==> src/rtl/seq_bcd_conv_pkg.sv <==
// Shared types for the sequential binary-to-BCD converter.
// The constant function sizes the digit count that a given input width needs.
package bcd_pkg;

    typedef logic [3:0] bcd_digit_t;

    typedef enum logic [1:0] {
        IDLE,
        SHIFT,
        DONE
    } conv_state_e;

    // 2**width has floor(width*log10(2))+1 decimal digits, and it is never a
    // power of ten, so that digit count is the smallest with 10**d > 2**width.
    function automatic int min_digits(input int width);
        return (width * 30103) / 100000 + 1;
    endfunction

endpackage

==> src/rtl/seq_bcd_conv_if.sv <==
// Handshake bundle between the producer, the converter and the result consumer.
// master = the side that supplies operands and takes results, slave = the converter.
interface seq_bcd_conv_if #(
    parameter int IN_W   = 16,
    parameter int DIGITS = 5
);
    logic                  in_valid;
    logic                  in_ready;
    logic [IN_W-1:0]       in_bin;
    logic                  in_signed;
    logic                  out_valid;
    logic                  out_ready;
    logic [4*DIGITS-1:0]   out_bcd;
    logic                  out_neg;

    modport master (
        output in_valid, in_bin, in_signed, out_ready,
        input  in_ready, out_valid, out_bcd, out_neg
    );

    modport slave (
        input  in_valid, in_bin, in_signed, out_ready,
        output in_ready, out_valid, out_bcd, out_neg
    );
endinterface

==> src/rtl/seq_bcd_conv_add3.sv <==
// One double-dabble correction cell: a BCD digit of 5 or more gets +3 so that
// the following left shift carries correctly into the next digit.
module bcd_add3
    import bcd_pkg::*;
(
    input  bcd_digit_t digit,
    output bcd_digit_t adjusted
);

    assign adjusted = (digit >= 4'd5) ? digit + 4'd3 : digit;

endmodule

==> src/rtl/seq_bcd_conv.sv <==
// Multi-cycle binary-to-BCD converter (shift-and-add-3), one bit per cycle,
// with optional two's complement input and valid/ready on both sides.
module seq_bcd_conv
    import bcd_pkg::*;
#(
    parameter int IN_W   = 16,
    parameter int DIGITS = 5
) (
    input  logic           clk,
    input  logic           rst_n,
    seq_bcd_conv_if.slave  bus
);

    localparam int BCD_W = 4 * DIGITS;
    localparam int CNT_W = $clog2(IN_W + 1);

    if (IN_W < 2) begin : g_bad_width
        $error("seq_bcd_conv: IN_W must be at least 2");
    end
    if (DIGITS < min_digits(IN_W)) begin : g_bad_digits
        $error("seq_bcd_conv: DIGITS too small for IN_W");
    end

    conv_state_e        state;
    conv_state_e        state_next;
    logic [CNT_W-1:0]   cnt;
    logic [IN_W-1:0]    mag;
    logic               sign;
    logic [BCD_W-1:0]   work_bcd;
    logic [BCD_W-1:0]   adj_bcd;
    logic [BCD_W-1:0]   result_bcd;
    logic               result_neg;
    logic               in_neg;
    logic [IN_W-1:0]    in_mag;

    // Negation mod 2**IN_W maps the most negative value onto its unsigned magnitude.
    assign in_neg = bus.in_signed & bus.in_bin[IN_W-1];
    assign in_mag = in_neg ? (~bus.in_bin) + IN_W'(1) : bus.in_bin;

    for (genvar i = 0; i < DIGITS; i++) begin : g_add3
        bcd_add3 u_add3 (
            .digit    (work_bcd[4*i +: 4]),
            .adjusted (adj_bcd[4*i +: 4])
        );
    end

    always_ff @(posedge clk or negedge rst_n) begin
        if (!rst_n) begin
            state <= IDLE;
        end else begin
            state <= state_next;
        end
    end

    always_comb begin
        state_next = state;
        unique case (state)
            IDLE:    if (bus.in_valid)  state_next = SHIFT;
            SHIFT:   if (cnt == '0)     state_next = DONE;
            DONE:    if (bus.out_ready) state_next = IDLE;
            default:                    state_next = IDLE;
        endcase
    end

    // The SHIFT cycle with cnt==0 does no shifting; it latches the finished
    // digits so the output register only ever changes on entry to DONE.
    always_ff @(posedge clk or negedge rst_n) begin
        if (!rst_n) begin
            cnt        <= '0;
            mag        <= '0;
            sign       <= 1'b0;
            work_bcd   <= '0;
            result_bcd <= '0;
            result_neg <= 1'b0;
        end else begin
            unique case (state)
                IDLE: begin
                    if (bus.in_valid) begin
                        mag      <= in_mag;
                        sign     <= in_neg;
                        work_bcd <= '0;
                        cnt      <= CNT_W'(IN_W);
                    end
                end
                SHIFT: begin
                    if (cnt != '0) begin
                        work_bcd <= (adj_bcd << 1) | BCD_W'(mag[IN_W-1]);
                        mag      <= mag << 1;
                        cnt      <= cnt - 1'b1;
                    end else begin
                        result_bcd <= work_bcd;
                        result_neg <= sign;
                    end
                end
                default: begin
                end
            endcase
        end
    end

    assign bus.in_ready  = (state == IDLE);
    assign bus.out_valid = (state == DONE);
    assign bus.out_bcd   = result_bcd;
    assign bus.out_neg   = result_neg;

endmodule

==> src/flat_wrapper.sv <==
// flat-port wrapper written by rule: the top's interface ports become plain ports
module seq_bcd_conv_flat import bcd_pkg::*;
#(
    parameter int IN_W   = 16,
    parameter int DIGITS = 5
)
  (clk, rst_n, bus_in_valid, bus_in_bin, bus_in_signed, bus_out_ready, bus_in_ready, bus_out_valid, bus_out_bcd, bus_out_neg);
  seq_bcd_conv_if #(.IN_W(IN_W), .DIGITS(DIGITS)) bus_i ();
  input  logic clk;
  input  logic rst_n;
  input wire logic [$bits(bus_i.in_valid)-1:0] bus_in_valid;
  input wire logic [$bits(bus_i.in_bin)-1:0] bus_in_bin;
  input wire logic [$bits(bus_i.in_signed)-1:0] bus_in_signed;
  input wire logic [$bits(bus_i.out_ready)-1:0] bus_out_ready;
  output wire logic [$bits(bus_i.in_ready)-1:0] bus_in_ready;
  output wire logic [$bits(bus_i.out_valid)-1:0] bus_out_valid;
  output wire logic [$bits(bus_i.out_bcd)-1:0] bus_out_bcd;
  output wire logic [$bits(bus_i.out_neg)-1:0] bus_out_neg;
  assign bus_i.in_valid = bus_in_valid;
  assign bus_i.in_bin = bus_in_bin;
  assign bus_i.in_signed = bus_in_signed;
  assign bus_i.out_ready = bus_out_ready;
  assign bus_in_ready = bus_i.in_ready;
  assign bus_out_valid = bus_i.out_valid;
  assign bus_out_bcd = bus_i.out_bcd;
  assign bus_out_neg = bus_i.out_neg;
  seq_bcd_conv #(.IN_W(IN_W), .DIGITS(DIGITS)) u_core (.clk(clk), .rst_n(rst_n), .bus(bus_i));
endmodule
==> config.mk <==
export PLATFORM = sky130hd
export DESIGN_NAME = seq_bcd_conv_flat
export DESIGN_NICKNAME = d
export VERILOG_FILES = /design/src/rtl/seq_bcd_conv_pkg.sv /design/src/rtl/seq_bcd_conv_if.sv /design/src/rtl/seq_bcd_conv_add3.sv /design/src/rtl/seq_bcd_conv.sv /design/src/flat_wrapper.sv
export SDC_FILE = /design/constraint.sdc
export NUM_CORES = 1
export LEC_CHECK = 0
export ABC_AREA = 1
export BUFFER_PORTS_ARGS = -buffer_cell sky130_fd_sc_hd__buf_2
export CORE_MARGIN = 1.5
export CORE_UTILIZATION = 30
export DETAILED_ROUTE_END_ITERATION = 12
export PLACE_DENSITY_LB_ADDON = 0.12
export SETUP_SLACK_MARGIN = 0.1
export SLEW_MARGIN = 20
export SYNTH_ARGS = -nofsm -noshare
export SYNTH_HDL_FRONTEND = slang
export SYNTH_SLANG_ARGS = --single-unit
==> constraint.sdc <==
create_clock -name clk -period 2.65 [get_ports clk]
set_input_delay 0.1325 -clock clk [delete_from_list [all_inputs] [get_ports clk]]
set_output_delay 0.1325 -clock clk [all_outputs]
set_load 0.05 [all_outputs]
==> results of run 1 <==
-- power by group --
part / switching (uW) / internal (uW)
logic: 1910 / 810
registers: 291 / 1480
clock network: 390 / 694
total: 2590 / 2980
-- critical path: stages, from the launching register on --
cell and delay [ns]:
dfrtp_1 0.37, inv_1 0.10, nand2_2 0.17, inv_2 0.30
nand2_2 0.12, nand2_4 0.19, buf_4 0.27, nand4_1 0.09
o21ai_0 0.09
-- flip-flops by register name (all words and copies together) (netlist names) --
signal,cells
u_core.cnt,5
u_core.state,2
u_core.bus.out_neg,1
u_core.work_bcd,20
u_core.mag,16
u_core.sign,1
u_core.bus.out_bcd,20
-- through the flow --
stage | hold WS, ns | cells
4_1_cts | 0.05711 | 628
6_report | -0.001705 | 628
2_1_floorplan | -0.1631 | 440
3_5_place_dp | 0.3121 | 614
5_1_grt | 0.1053 | 628
3_3_place_gp | 0.3210 | 614
-- metal layers --
metal	share of wire (%)	up-vias	track usage, %
met5	0	-	0
met4	1.2	0	4.103
met3	3.5	6	3.458
met2	44	44	21.32
met1	51	1332	19.92
li1	-	1521	-
-- synth_stat cells, types with 3 or more instances --
| cell type | count | area (um2) |
|---|---|---|
| dfrtp_1 | 65 | 1627 |
| o211ai_1 | 3 | 22.52 |
| inv_2 | 3 | 11.26 |
| nand3_1 | 30 | 150.1 |
| clkbuf_1 | 3 | 11.26 |
| o21ai_2 | 5 | 43.79 |
| o22ai_1 | 7 | 43.79 |
| nor3_1 | 4 | 20.02 |
| o21ai_0 | 53 | 265.3 |
| inv_1 | 42 | 157.7 |
| a22oi_1 | 3 | 22.52 |
| a21oi_1 | 23 | 115.1 |
| nand2_2 | 4 | 25.02 |
| o21ai_1 | 5 | 25.02 |
| buf_4 | 3 | 22.52 |
| buf_6 | 4 | 45.04 |
| nor2_1 | 36 | 135.1 |
| ha_1 | 12 | 150.1 |
| buf_2 | 5 | 25.02 |
| nand2_1 | 116 | 435.4 |
| or2_2 | 3 | 18.77 |
-- area by class of cell --
type	instances	area, um2	share of cell area [%]
inverter	46	175.2	4.318
multi-input combinational	313	1550	38.22
sequential	65	1627	40.10
timing repair buffer	48	255.2	6.292
clock buffer	13	270.3	6.663
tap	143	178.9	4.411
-- cell families (layout without fill, tap and decap cells) --
family	Yosys count	in the layout	synth area share (%)
xor gates and xnor gates	1	1	0.2531
buffers and inverters	62	107	8.206
AOI/OAI and AO/OA	103	103	16.41
adders and majority gates	12	12	4.338
DFF	65	65	47.00
and+or+nand+nor	197	197	23.79
-- worst min-delay path by stage --
stage,slack (ns),end,startpoint,cells after the start
finish,-0.002,u_core.bus.out_bcd[11],rst_n,2
global route,0.11,u_core.bus.out_bcd[11],rst_n,2
CTS,0.06,u_core.bus.out_bcd[11],rst_n,2
detailed placement,0.31,u_core.state[1],bus_out_ready,2
global placement,0.32,u_core.state[1],bus_out_ready,2
floorplan,-0.16,u_core.bus.out_bcd[0],rst_n,0
-- what timing repair did --
action,CTS,global route
hold buffers,1,0
endpoints found under the hold margin,1,0
resized for setup,0,0
buffers inserted,0,0
==> flow_metrics.env, run 1 <==
export IMPL_via_count_of_the_first_global_routing_pass=2827
export IMPL_setup_worst_path_end_class="flop"
export IMPL_synth_seq_cells=65
export IMPL_rsz0062_at_grt="false"
export IMPL_synth_sequential_area_ratio_pct=47.00
export IMPL_wirelength_um=7999
export IMPL_port_buffers=43
export IMPL_post_route_period_util_pct=67.37
export IMPL_count_of_distinct_cell_types_in_the_synthesized_netlist=32
export IMPL_design_die_area_um2=12190
export IMPL_syn_area_per_cell_um2=7.865
export IMPL_detail_route_first_pass_iterations=4
export IMPL_cts_tree="built"
export IMPL_timing_reg2reg_setup_slack_ns=0.86
export IMPL_status="finished, violations left"
export IMPL_timing_max_transition_violations_final=0
export IMPL_cts_num_sinks=65
export IMPL_core_area_um2=11320
export IMPL_critPathArrivalTime_ns=2.03
export IMPL_cts_root_buf="clkbuf_16"
export IMPL_finish_net_count=516
export IMPL_fmaxAchievable_mhz=560.1
export IMPL_global_route_usage_total_pct=14.08
export IMPL_netlist_area_um2=3461
export IMPL_clkLatencyLatePin_ns=0.32
export IMPL_final_hold_worst_slack_ns=-0.001705
export IMPL_antenna_cells=0
export IMPL_post_route_util_pct=35.83
export IMPL_fin_skew_ns=0.004723
export IMPL_postRouteAntennaNets=0
export IMPL_clk_pin_slew_ns=0.05
export IMPL_ctsHtreeMaxLevel=3
export IMPL_layout_setup_ws_ns=0.8647
export IMPL_clock_buffers_created_by_tritoncts=9
export IMPL_synth_warning_count=0
export IMPL_most_frequent_cells_in_the_layout="116 x nand2_1, 65 x dfrtp_1, 53 x o21ai_0, 43 x buf_2, 42 x inv_1"
export IMPL_timing_critical_path_from_type="flop"
export IMPL_routed_wire_length_per_instance_um=12.74
export IMPL_timing_worst_slew_pin_value_ns=0.8546
export IMPL_placement_cell_area_um2=3776
export IMPL_maximum_number_of_pins_on_one_net_before_global_route_repair=66
export IMPL_critical_path_reg2reg_startpoint="u_core.state[1]"
export IMPL_worst_ir_drop_vdd_v=0.0005820
export IMPL_post_route_cells_drive_above_1_share_pct=16.08
export IMPL_synth_edff_count=0
export IMPL_setup_viol_count_final=0
export IMPL_critPathCapture="u_core.work_bcd[19]"
export IMPL_postSynth_topFlopCell="dfrtp_1"
export IMPL_horizontal_die_dimension_um=110.4
export IMPL_final_common_cell="nand2_1"
export IMPL_dp_final_hpwl_um=5496
export IMPL_max_slew_margin_pct=43.03
export IMPL_totalPowerFinal_uw=5575
export IMPL_critPathRequiredTime_ns=2.89
export IMPL_wire_length_of_the_first_global_routing_pass_um=13940
export IMPL_finalInstanceArea_um2=4056
export IMPL_maxCapViolations=0
export IMPL_area_growth_syn_to_layout_pct=17.21
export IMPL_design_portCount=44
export IMPL_failing_checks="hold timing"
export IMPL_final_min_clock_period_ns=1.785
export IMPL_class_of_the_worst_hold_path="in -> async"
export IMPL_worst_r2r_cell_count=8
export IMPL_initialDrtViolationCount=132
export IMPL_p_leak_uw=0.002018
export IMPL_synth_nets=473
export IMPL_routed_via_count=2903
export IMPL_p_per_area_nw_per_um2=1374
export IMPL_dieHeight_um=110.4
export IMPL_place_worst_setup_slack_ns=0.8488
export IMPL_startpoint="u_core.state[1]"
export IMPL_synthesis_instances=440
export IMPL_number_of_antenna_violations_at_the_first_check_in_global_routing=0
export IMPL_cts_buffer_depth=2
export IMPL_global_route_overflow_total=0
export IMPL_critical_path_class="reg -> reg"
export IMPL_r2r_end="u_core.work_bcd[19]"
export IMPL_fin_setup_tns_ns=0
export IMPL_timing_critical_path_fanout_max=18
export IMPL_hold_viol=1
export IMPL_fp_row_count=39
export IMPL_viasPerCell=4.623
export IMPL_synthArstFlopShare_pct=100.0
export IMPL_drc_violation_count_after_routing=0
export IMPL_floorplan_initialDensity_pct=30.57
export IMPL_gpl_final_weighted_congestion=0.7832
export IMPL_nFillCells=1218
(Power assumes the default switching activity.)
==> run 2, diff against run 1 <==
- clock period: 2.65 -> 1.55 ns (I/O delays scaled with it)
==> flow_metrics.env, run 2 (synthesis gave the netlist of run 1 again) <==
export IMPL_design_die_area_um2=12190
export IMPL_horizontal_die_dimension_um=110.4
export IMPL_timing_reg2reg_setup_slack_ns=0.02
export IMPL_clkLatencyLatePin_ns=0.33
export IMPL_timing_worst_slew_pin_value_ns=0.4088
export IMPL_clock_buffers_created_by_tritoncts=9
export IMPL_final_common_cell="nand2_1"
export IMPL_wire_length_of_the_first_global_routing_pass_um=14210
export IMPL_max_slew_margin_pct=72.46
export IMPL_area_growth_syn_to_layout_pct=32.28
export IMPL_r2r_end="u_core.mag[4]"
export IMPL_finish_net_count=548
export IMPL_placement_cell_area_um2=4006
export IMPL_setup_viol_count_final=0
export IMPL_totalPowerFinal_uw=10990
export IMPL_post_route_period_util_pct=98.92
export IMPL_cts_num_sinks=65
export IMPL_number_of_antenna_violations_at_the_first_check_in_global_routing=0
export IMPL_antenna_cells=0
export IMPL_timing_critical_path_fanout_max=6
export IMPL_most_frequent_cells_in_the_layout="116 x nand2_1, 65 x dfrtp_1, 43 x buf_2, 36 x inv_1, 32 x nor2_1"
export IMPL_fin_skew_ns=0.007383
export IMPL_rsz0062_at_grt="true"
export IMPL_status="complete, no violations"
export IMPL_critPathArrivalTime_ns=1.73
export IMPL_class_of_the_worst_hold_path="in -> reg"
export IMPL_cts_buffer_depth=2
export IMPL_p_leak_uw=0.002250
export IMPL_hold_viol=0
export IMPL_setup_worst_path_end_class="flop"
export IMPL_post_route_cells_drive_above_1_share_pct=25.38
export IMPL_finalInstanceArea_um2=4578
export IMPL_worstHoldEndpoint="u_core.mag[12]"
export IMPL_dp_final_hpwl_um=5546
export IMPL_final_hold_worst_slack_ns=0.06843
export IMPL_p_per_area_nw_per_um2=2401
export IMPL_timing_critical_path_from_type="flop"
export IMPL_global_route_usage_total_pct=14.38
export IMPL_core_area_um2=11320
export IMPL_maxCapViolations=0
export IMPL_critPathRequiredTime_ns=1.75
export IMPL_timing_max_transition_violations_final=0
export IMPL_initialDrtViolationCount=116
export IMPL_drc_violation_count_after_routing=0
export IMPL_clk_pin_slew_ns=0.05
export IMPL_final_min_clock_period_ns=1.533
export IMPL_worst_r2r_cell_count=10
export IMPL_global_route_overflow_total=0
export IMPL_ctsHtreeMaxLevel=3
export IMPL_worst_hold_depth=5
export IMPL_design_portCount=44
export IMPL_fmaxAchievable_mhz=652.2
export IMPL_gpl_final_weighted_congestion=0.8114
export IMPL_port_buffers=43
export IMPL_critical_path_class="reg -> reg"
export IMPL_viasPerCell=4.620
export IMPL_fp_row_count=39
export IMPL_cts_tree="built"
export IMPL_routed_via_count=3063
export IMPL_worst_hold_path_startpoint="bus_in_bin[12]"
export IMPL_wirelength_um=8550
export IMPL_cts_root_buf="clkbuf_16"
export IMPL_routed_wire_length_per_instance_um=12.90
export IMPL_critical_path_reg2reg_startpoint="u_core.cnt[0]"
export IMPL_detail_route_first_pass_iterations=4
export IMPL_worst_ir_drop_vdd_v=0.001299
export IMPL_postRouteAntennaNets=0
export IMPL_maximum_number_of_pins_on_one_net_before_global_route_repair=66
export IMPL_via_count_of_the_first_global_routing_pass=2921
export IMPL_floorplan_initialDensity_pct=30.57
export IMPL_dieHeight_um=110.4
[run 2: cell types whose count changed in the layout (fill, tap and decap cells not counted), moves of 6 or more]
cell | before | now
inv_1 | 42 | 36
o21ai_0 | 53 | 29
buf_4 | 4 | 27
o21ai_1 | 5 | 26
[run 2: repair_timing]
item | CTS | global route
setup buffers | 2 | 1
cloned | 2 | 2
hold buffers | 2 | 0
pin swaps | 2 | 3
endpoints found under the setup margin | 57 | 62
endpoints found under the hold margin | 66 | 0
gates resized for setup | 21 | 35
[run 2: layer usage]
layer  part of all wire, %  track usage [%]  vias up
met1                    51            19.59     1412
li1                      -                -     1595
met3                   3.2            3.183       10
met4                   1.3            4.359        0
met5                     0                0        -
met2                    44            22.88       46
[run 2: area by class of cell]
cell class / count / area (um2)
fillers: 1168 / 6743
multi-input cells: 313 / 1667
repair buffers: 80 / 623.1
clock buffers: 11 / 242.7
inverters: 46 / 185.2
clock inverters: 5 / 55.05
flip-flops and latches: 65 / 1627
well taps: 143 / 178.9
[run 2: metrics by stage]
stage / std cells / setup slack, ns / setup TNS (ns) / util, %
3_3_place_gp: 638 / -0.02028 / -0.1081 / 35.39
4_1_cts: 660 / 0.03864 / 0 / 39.16
5_1_grt: 663 / -0.07735 / -1.324 / 40.44
3_5_place_dp: 638 / -0.06485 / -0.8300 / 35.39
2_1_floorplan: 440 / 0.05746 / 0 / -
6_report: 663 / 0.01668 / 0 / 40.44
[run 2: power breakdown]
group          total (uW)  internal, uW  switching, uW
combinational        5920          2230           3690
clock                2020          1280            742
sequential           3050          2520            523
total               11000          6040           4950
[run 2: worst max-delay path, cell delays in order (launching register included)]
cell and delay (ns):
dfrtp_1 0.37, inv_2 0.08, ha_4 0.13, inv_2 0.04, nor3_4 0.13, nand2_2 0.11
nand2_4 0.13, nand2_8 0.10, clkbuf_16 0.18, nor2_4 0.10, a31oi_4 0.03
[run 2: worst max path at each step]
stage                  startpoint                     end  slack [ns]  cells past startpoint
global route        u_core.cnt[1]           u_core.mag[3]       -0.08                     10
detailed placement  u_core.cnt[0]           u_core.cnt[2]       -0.06                     11
global placement    u_core.cnt[0]           u_core.cnt[2]       -0.02                     11
floorplan           u_core.cnt[0]  u_core.bus.out_bcd[10]        0.06                     11
CTS                 u_core.cnt[0]           u_core.mag[3]        0.04                     10
finish              u_core.cnt[0]           u_core.mag[4]        0.02                     10
